**src/rtl/fetch_unit.sv**
```systemverilog
//==============================================================================
// Module   : fetch_unit (plus fetch_unit_pkg)
// Purpose  : Instruction-fetch stage. Owns the PC, runs the single-outstanding
//            instruction-bus handshake, and registers {pc, instruction,
//            predicted next PC} for decode. Redirects from CSR/commit
//            (trap/mret) and from decode (mispredict) replace the pending PC;
//            CSR has priority over BP.
// Ports    : clk, reset              - clock, synchronous active-high reset
//            ireq_valid/ireq_addr    - fetch request, address held until data_ok
//            iresp_data_ok/iresp_data- response, completes the request
//            stallF                  - decode cannot accept, hold output
//            redirect_csr_*/bp_*     - redirect valid + target
//            bp_update_*             - resolved branch info (BTB training)
//            dataF/dataF_valid       - registered fetch bundle for decode
// Config   : `define BTB_EN enables a direct-mapped BTB (BTB_ENTRIES deep);
//            without it npc is always pc+4 and bp_update_* are ignored.
// Revision : 1.0 - initial release
//==============================================================================
`default_nettype none

package fetch_unit_pkg;
  typedef struct packed {
    logic [63:0] pc_o;
    logic [31:0] raw_instr;
    logic [63:0] predict_pcsrc;
  } fetch_data_t;
endpackage

module fetch_unit
  import fetch_unit_pkg::*;
#(
  parameter logic [63:0] RESET_PC    = 64'h8000_0000,
  parameter int          BTB_ENTRIES = 16
) (
  input  logic        clk,
  input  logic        reset,
  output logic        ireq_valid,
  output logic [63:0] ireq_addr,
  input  logic        iresp_data_ok,
  input  logic [31:0] iresp_data,
  input  logic        stallF,
  input  logic        redirect_csr_valid,
  input  logic [63:0] redirect_csr_pc,
  input  logic        redirect_bp_valid,
  input  logic [63:0] redirect_bp_pc,
  input  logic        bp_update_valid,
  input  logic [63:0] bp_update_pc,
  input  logic [63:0] bp_update_target,
  input  logic        bp_update_taken,
  output fetch_data_t dataF,
  output logic        dataF_valid
);

  localparam logic [1:0] S_FETCH   = 2'd0;
  localparam logic [1:0] S_HOLD    = 2'd1;
  localparam logic [1:0] S_DISCARD = 2'd2;

  logic [1:0]  state;
  logic [63:0] pc;        // address of the request in flight / next to issue
  logic [63:0] pend_pc;   // redirect target waiting for the dropped response
  logic [63:0] npc;       // predicted successor of pc
  logic [63:0] pc_plus4;
  logic        misaligned;
  logic        redirect;
  logic [63:0] redirect_pc;
  logic        fetch_done;
  logic [31:0] fetch_word;
  logic [63:0] fetch_npc;

  assign redirect    = redirect_csr_valid | redirect_bp_valid;
  assign redirect_pc = redirect_csr_valid ? redirect_csr_pc : redirect_bp_pc;
  assign pc_plus4    = pc + 64'd4;
  assign misaligned  = |pc[1:0];

  // A misaligned PC never reaches the bus; it completes immediately with a
  // zero word so decode can raise the misalignment exception.
  assign fetch_done = misaligned | iresp_data_ok;
  assign fetch_word = misaligned ? 32'h0 : iresp_data;
  assign fetch_npc  = misaligned ? pc_plus4 : npc;

  // Request is combinational so data_ok can return in the cycle it rises.
  assign ireq_valid = ~reset & (((state == S_FETCH) & ~misaligned) | (state == S_DISCARD));
  assign ireq_addr  = pc;

`ifdef BTB_EN
  localparam int IDX_W = $clog2(BTB_ENTRIES);
  localparam int TAG_W = 62 - IDX_W;

  logic [BTB_ENTRIES-1:0] btb_valid;
  logic [TAG_W-1:0]       btb_tag    [BTB_ENTRIES];
  logic [63:0]            btb_target [BTB_ENTRIES];
  logic [1:0]             btb_ctr    [BTB_ENTRIES];

  logic [IDX_W-1:0] lk_idx, up_idx;
  logic [TAG_W-1:0] lk_tag, up_tag;
  logic             lk_taken, up_hit;
  logic             unused_upd_lsb;

  assign lk_idx   = pc[2 +: IDX_W];
  assign lk_tag   = pc[63 -: TAG_W];
  assign up_idx   = bp_update_pc[2 +: IDX_W];
  assign up_tag   = bp_update_pc[63 -: TAG_W];
  assign unused_upd_lsb = ^bp_update_pc[1:0];

  // Counter MSB set means "weakly/strongly taken" (counter >= 2).
  assign lk_taken = btb_valid[lk_idx] & (btb_tag[lk_idx] == lk_tag) & btb_ctr[lk_idx][1];
  assign up_hit   = btb_valid[up_idx] & (btb_tag[up_idx] == up_tag);
  assign npc      = lk_taken ? btb_target[lk_idx] : pc_plus4;

  always_ff @(posedge clk) begin
    if (reset) begin
      btb_valid <= '0;
    end else if (bp_update_valid && !up_hit && bp_update_taken) begin
      btb_valid[up_idx] <= 1'b1;
    end
  end

  // Entry payload needs no reset: it is only read behind a valid bit.
  always_ff @(posedge clk) begin
    if (!reset && bp_update_valid) begin
      if (up_hit) begin
        if (bp_update_taken) begin
          if (btb_ctr[up_idx] != 2'b11) btb_ctr[up_idx] <= btb_ctr[up_idx] + 2'd1;
          btb_target[up_idx] <= bp_update_target;
        end else if (btb_ctr[up_idx] != 2'b00) begin
          btb_ctr[up_idx] <= btb_ctr[up_idx] - 2'd1;
        end
      end else if (bp_update_taken) begin
        btb_tag[up_idx]    <= up_tag;
        btb_target[up_idx] <= bp_update_target;
        btb_ctr[up_idx]    <= 2'b10;
      end
    end
  end
`else
  logic unused_bp;
  assign unused_bp = ^{bp_update_valid, bp_update_pc, bp_update_target,
                       bp_update_taken, (BTB_ENTRIES == 0)};
  assign npc = pc_plus4;
`endif

  always_ff @(posedge clk) begin
    if (reset) begin
      state       <= S_FETCH;
      pc          <= RESET_PC;
      pend_pc     <= RESET_PC;
      dataF       <= '0;
      dataF_valid <= 1'b0;
    end else begin
      case (state)
        S_FETCH: begin
          if (redirect) begin
            dataF_valid <= 1'b0;
            if (fetch_done) begin
              pc <= redirect_pc;          // response (if any) is simply dropped
            end else begin
              pend_pc <= redirect_pc;     // must still absorb the in-flight response
              state   <= S_DISCARD;
            end
          end else if (fetch_done) begin
            dataF       <= {pc, fetch_word, fetch_npc};
            dataF_valid <= 1'b1;
            if (stallF) state <= S_HOLD;
            else        pc    <= fetch_npc;
          end else if (!stallF) begin
            dataF_valid <= 1'b0;          // previous output consumed, nothing new
          end
        end
        S_HOLD: begin
          if (redirect) begin
            dataF_valid <= 1'b0;
            pc          <= redirect_pc;
            state       <= S_FETCH;
          end else if (!stallF) begin
            // Use the prediction made at capture time so a BTB update during
            // the stall cannot make pc disagree with predict_pcsrc.
            dataF_valid <= 1'b0;
            pc          <= dataF.predict_pcsrc;
            state       <= S_FETCH;
          end
        end
        S_DISCARD: begin
          dataF_valid <= 1'b0;
          if (iresp_data_ok) begin
            pc    <= redirect ? redirect_pc : pend_pc;
            state <= S_FETCH;
          end else if (redirect) begin
            pend_pc <= redirect_pc;
          end
        end
        default: state <= S_FETCH;
      endcase
    end
  end

endmodule

`default_nettype wire
```
**config.mk**
```make
export PLATFORM = sky130hd
export DESIGN_NAME = fetch_unit
export DESIGN_NICKNAME = d
export VERILOG_FILES = /design/src/rtl/fetch_unit.sv
export SDC_FILE = /design/constraint.sdc
export NUM_CORES = 1
export LEC_CHECK = 0
export CAP_MARGIN = 20
export CORE_MARGIN = 10
export CORE_UTILIZATION = 30
export DETAILED_ROUTE_END_ITERATION = 7
export PLACE_DENSITY_LB_ADDON = 0.05
export RECOVER_POWER = 50
export SLEW_MARGIN = 20
export SYNTH_ARGS = -nofsm -noshare
export SYNTH_HDL_FRONTEND = slang
export SYNTH_SLANG_ARGS = --single-unit
```
**constraint.sdc**
```tcl
create_clock -name clk -period 4.9 [get_ports clk]
set_input_delay 0.735 -clock clk [delete_from_list [all_inputs] [get_ports clk]]
set_output_delay 0.735 -clock clk [all_outputs]
set_load 0.005 [all_outputs]
```
==> run_results.csv, run 1 <==
group,metric,value,unit
status,status,"complete, but fails checks",
status,violations,"max-capacitance violations, max-slew violations",
clocking,ctsResizeCount,0,
grt,grt_use_total,0.230,
layout,fin_area,21200,µm²
grt,grt_pass1_wl,107000,µm
clocking,cts_hold_buf,0,
layout,final_cell_mix,"291 x nand2_1, 289 x dfxtp_1, 221 x nor2_1",
layout,final_cell_count_no_fill,3019,
worst_hold_path,hp-class,"reg -> reg",
yosys,async_reset_ff_frac,0,
drt,wl_met2,33100,µm
clocking,cts.sinks,289,
sta,maxSlewHeadroom,-0.184,
yosys,synth_fp_nets,2320,
yosys,syn_area,15400,µm²
sta,tns,0,ns
worst_hold_path,hp-start,"dataF[84]",
sta,rsz0062_at_grt,"false",
grt,grt_max_degree,127,
layout,drive_above_1_share,0.0582,
drt,dr.pass1.iters,6,
floorplan,row_count,83,
clocking,post_cts_buffers,0,
yosys,synth.distinct_cells,75,
worst_setup_path,crit_path_start_kind,"primary input",
worst_setup_path,crit_buf_inv,3,
worst_setup_path,path_class,"in -> reg",
worst_setup_path,crit_arrival,4.60,ns
sta,setup_violations,0,
floorplan,core,51100,µm²
floorplan,num_io_pins,522,
drt,m1WireLength,32800,µm
yosys,synthFlopType,"dfxtp_1",
sta,worst_pin_slew,1.77,ns
worst_setup_path,reg2reg_slack,1.16,ns
yosys,ys_seq_area_frac,0.375,
worst_setup_path,crit_path_end_kind,"flip-flop",
worst_setup_path,cp_cell_sequence,"clkbuf_1 -> buf_4 -> nor2_1 -> nand2_2 -> buf_12 -> or4_1 -> a21oi_1 -> o21a_1",
drt,highest_layer,"met5",
clocking,cts_buffers,38,
sta,skew,0.0217,ns
worst_hold_path,worstHoldEndpoint,"dataF[84]",
clocking,cts_tree,"done",
yosys,ys_ff_latch,289,
floorplan,die_w,247,µm
clocking,clk_root_buffer_cell,"clkbuf_16",
drt,dr.first_iter.drc_count,1469,
drt,ant_nets,0,
placed_design,placed_cells,2948,
placed_design,place_congestion,0.894,
floorplan,dieArea,60800,µm²
clocking,clk_pin_slew,0.06,ns
drt,wl_met3,5790,µm
drt,routedWlPerCell,24.2,µm
flow_run,cap_violations,1,
pwr,ir_drop,0.211,mV
pwr,powerDensity,399,nW/µm²
sta,holdWs,0.445,ns
drt,viasPerCell,5.52,
drt,num_vias,16700,
placed_design,dpl_cell_area,19900,µm²
placed_design,dpl.hpwl,51300,µm
worst_setup_path,cp.required,5.42,ns
worst_setup_path,r2r-start,"state[0]",
worst_setup_path,slowest_stage,"nor2_1",
clocking,cts_max_level,2,
layout,synthToLayoutAreaGrowth,37.3,%
clocking,cts_buffer_depth,3,
pwr,power.leakage,7.73,nW
worst_hold_path,hold_depth,2,
grt,antenna_found_initial,5,
worst_setup_path,max_stage_delay,1.40,ns
clocking,clock_latency,0.57,ns
yosys,synth_edf_count,0,
yosys,synthCells,2019,
worst_setup_path,cp_max_fo,50,
sta,finalHoldViolations,0,
worst_setup_path,worstReg2RegEnd,"ireq_addr[62]",
yosys,yosys_warnings,0,
grt,grt_pass1_vias,15700,
sta,final-max-slew-violation-count,25,
sta,period_needed,4.08,ns
sta,period_share,0.833,
floorplan,start_util,0.302,
sta,fmax,245,MHz
drt,drc_errors,0,
drt,routed_wl,73200,µm
worst_setup_path,critical_path.top_delay_family,"simple AND/OR/NAND/NOR gates",
layout,final_nets,2609,
grt,gr-total-overflow,0,
floorplan,die_h,247,µm
layout,layout_commonest_cell,"nand2_1",
yosys,avgSynthCellArea,7.63,µm²
worst_setup_path,rr_worst_depth,8,
placed_design,port_buffers,391,
-- registers in the layout, indices dropped and copies added, names as in the netlist --
name,cells
state,2
ireq_addr,64
dataF,158
dataF_valid,1
pend_pc,64
-- how the worst max path moves through the flow --
stage	start	to	slack [ns]	cells past startpoint
after floorplan	ireq_addr[2]	ireq_addr[46]	2.44	9
after global placement	iresp_data_ok	ireq_addr[62]	1.19	7
after detailed placement	iresp_data_ok	ireq_addr[62]	1.06	7
after CTS	state[0]	ireq_addr[62]	1.17	8
after global routing	redirect_csr_valid	ireq_addr[47]	0.57	9
final	redirect_csr_valid	ireq_addr[46]	0.82	8
-- layer usage --
layer	track usage	up-vias
met2	0.359	629
met1	0.311	8002
met4	0.0612	6
met5	0	-
li1	-	7916
met3	0.0556	102
-- synth_stat cells, types with 14 or more instances --
| library cell | instances | area [µm²] |
|---|---|---|
| o22ai_1 | 21 | 131 |
| dfxtp_1 | 289 | 5790 |
| buf_1 | 15 | 56.3 |
| nand2_1 | 292 | 1100 |
| a21oi_1 | 210 | 1050 |
| a211oi_1 | 122 | 916 |
| and2_1 | 15 | 93.8 |
| a22oi_1 | 14 | 105 |
| nor3_1 | 37 | 185 |
| mux2i_1 | 71 | 711 |
| xnor2_1 | 41 | 359 |
| nor4_1 | 14 | 87.6 |
| o21ai_0 | 77 | 385 |
| nand3_1 | 73 | 365 |
| inv_1 | 34 | 128 |
| o32ai_1 | 22 | 193 |
| buf_2 | 24 | 120 |
| nor2_1 | 223 | 837 |
| o221ai_1 | 20 | 175 |
| clkbuf_1 | 145 | 544 |
| a222oi_1 | 17 | 170 |
| nand4_1 | 25 | 156 |
-- cells by family after synthesis --
group           count (synthesis)  synth area share
compound gates                614             0.262
flops                         289             0.375
xor+xnor                       54            0.0307
fa+ha+maj                       5           0.00406
buf+inv                       230            0.0605
mux                            72            0.0468
simple gates                  755             0.221
-- stage by stage --
| stage | util | setup WS [ns] | power [W] |
|---|---|---|---|
| 3_3_place_gp | 0.389 | 1.19 | 0.00560 |
| 6_report | 0.414 | 0.820 | 0.00845 |
| 5_1_grt | 0.414 | 0.567 | 0.00889 |
| 4_1_cts | 0.414 | 1.17 | 0.00862 |
| 2_1_floorplan | - | 2.44 | 0.00433 |
| 3_5_place_dp | 0.389 | 1.06 | 0.00563 |
-- area by class of cell --
cell class	instances	area, µm²
clock inverters	10	153
clock buffers	58	1140
diodes	3	7.51
fillers	5327	29900
repair buffers	443	4360
multi-input cells	1500	8730
inverters	36	135
well taps	680	851
flip-flops and latches	289	5790
-- power breakdown --
part           switching [W]  internal, W
Sequential          0.000400      0.00266
Clock                0.00114      0.00181
Combinational        0.00144      0.00100
-- worst reg2reg max path, cell delays in order (launching register included) --
cell and delay [ns]:
dfxtp_1 0.36, inv_1 0.09, ha_1 0.21, inv_1 0.52, o22ai_1 0.26, or3b_2 0.77, nor2_1 0.90, o221ai_1 0.38
nand4_1 0.18
Power figures use the tool's default switching activity.
==> run 2: changes to the inputs <==
==> constraint.sdc (replaced) <==
create_clock -name clk -period 3.5 [get_ports clk]
set_input_delay 0.525 -clock clk [delete_from_list [all_inputs] [get_ports clk]]
set_output_delay 0.525 -clock clk [all_outputs]
set_load 0.005 [all_outputs]
==> run 2 against run 1 <==
The flow still finishes with violations (max-capacitance violations, max-slew violations). Die area stayed put. Combinational power is 53% higher. Final cell count is 1.9% higher. First-iteration DRC count is 10% lower. Power is 41% higher. Non-clock buffer count is 62 higher. Sequential power is 36% higher. Cell area is 1.8% higher. Register-to-register slack worse by 0.63 ns. Clock power is 35% higher. Global-route usage is 0.11 points higher. Largest power group unchanged. Highest routed layer unchanged.
==> run_results.csv, run 2 (synthesis results as in run 1) <==
group,metric,value,unit
grt,grt_pass1_vias,15900,
layout,largest_reg_flops,158,
clocking,post_cts_buffers,0,
clocking,clk_pin_slew,0.06,ns
clocking,cts_tree,"done",
layout,synthToLayoutAreaGrowth,39.8,%
drt,ant_nets,0,
sta,rsz0062_at_grt,"false",
floorplan,die_w,247,µm
layout,n_fill_cell,5278,
worst_setup_path,rr_worst_depth,10,
layout,drive_above_1_share,0.0802,
worst_setup_path,crit_path_start_kind,"flip-flop",
sta,finalHoldViolations,0,
sta,period_needed,2.97,ns
grt,grt_pass1_wl,107000,µm
worst_hold_path,hp-class,"in -> reg",
sta,skew,0.0185,ns
clocking,clock_latency,0.56,ns
clocking,cts.sinks,289,
sta,fmax,337,MHz
layout,final_nets,2671,
grt,antenna_found_initial,6,
drt,drc_errors,0,
sta,setup_violations,0,
status,violations,"max-capacitance violations, max-slew violations",
drt,dr.pass1.iters,8,
drt,routed_wl,73700,µm
drt,dr.first_iter.drc_count,1317,
pwr,powerDensity,552,nW/µm²
layout,layout_commonest_cell,"nand2_1",
sta,worst_pin_slew,1.64,ns
worst_setup_path,crit_path_end_kind,"flip-flop",
pwr,power.leakage,7.89,nW
clocking,cts_max_level,2,
floorplan,die_h,247,µm
sta,maxSlewHeadroom,-0.0954,
grt,gr-total-overflow,0,
clocking,clk_root_buffer_cell,"clkbuf_16",
clocking,ctsResizeCount,0,
clocking,cts_buffer_depth,3,
floorplan,num_io_pins,522,
placed_design,place_congestion,0.904,
drt,num_vias,16800,
layout,multi_input_area,8740,µm²
clocking,cts_buffers,38,
sta,tns,0,ns
layout,final_cell_mix,"291 x nand2_1, 289 x dfxtp_1, 220 x nor2_1",
grt,grt_use_total,0.231,
worst_setup_path,cp_max_fo,8,
flow_run,cap_violations,1,
drt,routedWlPerCell,24.0,µm
pwr,total_power,0.0119,W
worst_setup_path,cp.required,3.98,ns
pwr,ir_drop,0.382,mV
grt,grt_max_degree,104,
placed_design,dpl.hpwl,53400,µm
floorplan,start_util,0.302,
status,status,"complete, but fails checks",
layout,top_register,"dataF",
clocking,cts_hold_buf,0,
sta,period_share,0.849,
layout,final_util,0.422,
sta,final-max-slew-violation-count,34,
layout,register_area,5790,µm²
floorplan,row_count,83,
worst_hold_path,hold_depth,2,
drt,viasPerCell,5.45,
floorplan,dieArea,60800,µm²
worst_setup_path,crit_arrival,3.45,ns
floorplan,core,51100,µm²
placed_design,port_buffers,391,
worst_setup_path,path_class,"reg -> reg",
## run 2: changes by cell type in the layout (fill, tap and decap cells not counted), sizes merged
cell / change
buf: +52
clkdlybuf4s50: +39
dlygate4sd3: -39
clkbuf: +7
bufinv: -2
clkinv: +1
diode: -1
inv: +1
## run 2: final cells by class
| type | count | share of cell area |
|---|---|---|
| multi-input combinational | 1500 | 0.406 |
| clock buffer | 55 | 0.0523 |
| timing repair buffer | 505 | 0.222 |
| antenna | 2 | 0.000232 |
| clock inverter | 10 | 0.00511 |
| tap | 680 | 0.0395 |
| inverter | 36 | 0.00627 |
| sequential | 289 | 0.269 |
## run 2: path summary, 6_finish.rpt
kind / from / endpoint / slack [ns]
hold reg to reg: dataF[67] / dataF[67] / 0.44
setup / recovery: ireq_addr[2] / ireq_addr[61] / 0.53
hold / removal: reset / dataF[141] / 0.32
setup reg to reg: ireq_addr[2] / ireq_addr[61] / 0.53
## run 2: per-layer routing
metal	track usage	routed length, µm
met2	0.367	33500
met4	0.0649	1720
met3	0.0562	5730
met1	0.306	32800
met5	0	42
## run 2: report_power, final
part,switching (W),internal [W],total (W),leakage (nW)
Sequential,0.000435,0.00372,0.00416,2.36
Combinational,0.00217,0.00157,0.00374,4.92
Clock,0.00162,0.00237,0.00399,0.610
## run 2: worst max-delay path: stages (launching register included)
cell and delay, ns:
dfxtp_1 0.33, clkbuf_1 0.33, nand4_1 0.32, nor3_1 0.33, buf_4 0.21, nand4_1 0.09
buf_4 0.21, nor3_1 0.38, buf_4 0.20, mux2_2 0.33, a31oi_1 0.16
## run 2: stage by stage
step / area [µm²] / hold WS [ns] / std cells / setup slack [ns]
finish: 21500 / 0.315 / 3077 / 0.529
floorplan: 15400 / 0.448 / 2019 / 1.04
CTS: 21600 / 0.296 / 3075 / 0.629
detailed placement: 20400 / 0.443 / 3010 / 0.389
global route: 21500 / 0.314 / 3077 / 0.408
global placement: 20400 / 0.438 / 3010 / 0.417
==> run 3: changes to the inputs <==
==> constraint.sdc (replaced) <==
create_clock -name clk -period 3 [get_ports clk]
set_input_delay 0.45 -clock clk [delete_from_list [all_inputs] [get_ports clk]]
set_output_delay 0.45 -clock clk [all_outputs]
set_load 0.005 [all_outputs]
==> run 3 against run 2 <==
The flow now finishes without violations. Power up 18%. Routed wire length up 2.3%. Global-route usage up 0.77 points. First-iteration DRC count up 2.1%. Combinational power up 24%. Final cell count up 1.4%. Die area unchanged. Sequential power up 15%.
==> run_results.csv, run 3 (synthesis results as in run 1) <==
group,metric,value,unit
pwr,seqPwrFrac,0.341,
worst_setup_path,crit_path_end_kind,"flip-flop",
drt,routedWlPerCell,24.2,µm
drt,viasPerCell,5.44,
pwr,switchingPower,0.00495,W
pwr,total_power,0.0140,W
placed_design,place_congestion,0.891,
pwr,p_int,0.00905,W
clocking,cts_hold_buf,0,
worst_setup_path,path_class,"reg -> reg",
sta,period_needed,2.85,ns
worst_setup_path,rr_worst_depth,7,
grt,grt_pass1_vias,16300,
grt,grt_pass1_wl,111000,µm
sta,skew,0.0161,ns
drt,num_vias,17000,
drt,ant_nets,0,
placed_design,port_buffers,391,
sta,finalHoldViolations,0,
pwr,ir_drop,0.357,mV
worst_setup_path,reg2reg_slack,0.15,ns
clocking,cts.sinks,289,
pwr,powerDensity,638,nW/µm²
pwr,power.leakage,8.15,nW
layout,layout_commonest_cell,"nand2_1",
floorplan,die_h,247,µm
clocking,cts_buffer_depth,3,
worst_setup_path,worstReg2RegEnd,"ireq_addr[46]",
sta,rsz0062_at_grt,"false",
layout,largest_reg_flops,158,
worst_setup_path,crit_arrival,3.34,ns
drt,dr.pass1.iters,7,
worst_hold_path,worstHoldEndpoint,"dataF[142]",
sta,final-max-slew-violation-count,0,
pwr,swShare,0.354,
floorplan,core,51100,µm²
sta,period_share,0.948,
worst_setup_path,crit_path_start_kind,"flip-flop",
worst_hold_path,hp-start,"reset",
flow_run,cap_violations,0,
layout,drive_above_1_share,0.0927,
layout,final_nets,2716,
worst_setup_path,cp_max_fo,8,
worst_setup_path,max_stage_delay,0.80,ns
floorplan,dieArea,60800,µm²
worst_hold_path,hold_depth,2,
clocking,post_cts_buffers,0,
clocking,cts_tree,"done",
sta,maxSlewHeadroom,0.122,
drt,routed_wl,75400,µm
grt,grt_use_total,0.239,
placed_design,dpl.hpwl,54200,µm
clocking,clock_latency,0.56,ns
grt,gr-total-overflow,0,
sta,tns,0,ns
worst_setup_path,cp.required,3.50,ns
worst_setup_path,slowest_stage,"or4b_1",
clocking,ctsResizeCount,0,
grt,grt_max_degree,127,
drt,drc_errors,0,
layout,synthToLayoutAreaGrowth,42.4,%
layout,final_cell_mix,"291 x nand2_1, 289 x dfxtp_1, 220 x nor2_1",
clocking,cts_buffers,38,
floorplan,start_util,0.302,
layout,top_register,"dataF",
floorplan,row_count,83,
worst_hold_path,hp-class,"in -> reg",
clocking,clk_root_buffer_cell,"clkbuf_16",
drt,dr.first_iter.drc_count,1345,
status,status,"finished, final reports clean",
clocking,clk_pin_slew,0.06,ns
sta,setup_violations,0,
sta,worst_pin_slew,1.32,ns
pwr,pwr-share-comb,0.331,
floorplan,die_w,247,µm
worst_setup_path,cp_cell_sequence,"ha_1 -> and3_1 -> nand4_1 -> or4b_1 -> or4_1 -> a21oi_1 -> o21a_1",
sta,fmax,351,MHz
floorplan,num_io_pins,522,
worst_setup_path,r2r-start,"ireq_addr[2]",
pwr,clkPwrFrac,0.328,
grt,antenna_found_initial,1,
clocking,cts_max_level,2,
==> run 3: changes by cell type in the layout (fill, tap and decap cells not counted), sizes merged <==
cell           before  now
dlygate4sd3       180  190
inv                35   34
clkdlybuf4s50     208  198
clkinvlp            1    0
bufinv              2    0
buf               102  139
clkbuf             70   84
diode               2    1
clkinv              8    5
==> run 3: per-layer routing <==
| layer | global-route usage | part of all wire | wire, µm | vias up |
|---|---|---|---|---|
| met3 | 0.0429 | 0.066 | 4950 | 109 |
| met4 | 0.0698 | 0.025 | 1920 | 2 |
| met5 | 0 | 0.00013 | 10 | - |
| met2 | 0.373 | 0.45 | 34100 | 571 |
| met1 | 0.330 | 0.46 | 34500 | 8194 |
| li1 | - | - | - | 8110 |
==> run 3: worst max path at each step <==
stage	startpoint	to	slack [ns]	cells after the start
2_1_floorplan	ireq_addr[2]	ireq_addr[46]	0.54	9
3_3_place_gp	iresp_data_ok	ireq_addr[54]	0.19	8
3_5_place_dp	iresp_data_ok	ireq_addr[54]	0.16	8
4_1_cts	ireq_addr[2]	ireq_addr[46]	0.24	7
5_1_grt	ireq_addr[9]	ireq_addr[61]	0.05	10
6_report	ireq_addr[2]	ireq_addr[46]	0.15	7
==> run 3: per-stage QoR <==
step,worst slack (ns),cell area (µm²),util,hold slack (ns),instances
global placement,0.194,20800,0.408,0.438,3055
CTS,0.245,22100,0.432,0.263,3119
finish,0.155,22000,0.430,0.275,3120
floorplan,0.538,15400,-,0.448,2019
global route,0.0542,21900,0.430,0.299,3119
detailed placement,0.163,20800,0.408,0.444,3055
==> run 3: area by class of cell <==
cell class                 instances  area, µm²
antenna                            1       2.50
clock buffer                      61       1220
clock inverter                     3       15.0
fill                            5237      29100
inverter                          36        135
multi-input combinational       1500       8730
sequential                       289       5790
tap                              680        851
timing repair buffer             550       5210
==> run 3: worst max-delay path, delay by kind of cell (launching register included) <==
family | cells | cell delay (ns)
AND/OR/NAND/NOR | 4 | 1.96
AO/OA/AOI/OAI | 2 | 0.30
flip-flops | 1 | 0.33
adder cells (fa/ha/maj) | 1 | 0.20
==> run 3: power groups by stage <==
stage | clock network (W) | registers, W | logic, W
floorplan | 0 | 0.00480 | 0.00227
global placement | 0 | 0.00483 | 0.00475
detailed placement | 0 | 0.00485 | 0.00478
CTS | 0.00472 | 0.00477 | 0.00481
global route | 0.00486 | 0.00483 | 0.00504
finish | 0.00459 | 0.00477 | 0.00464
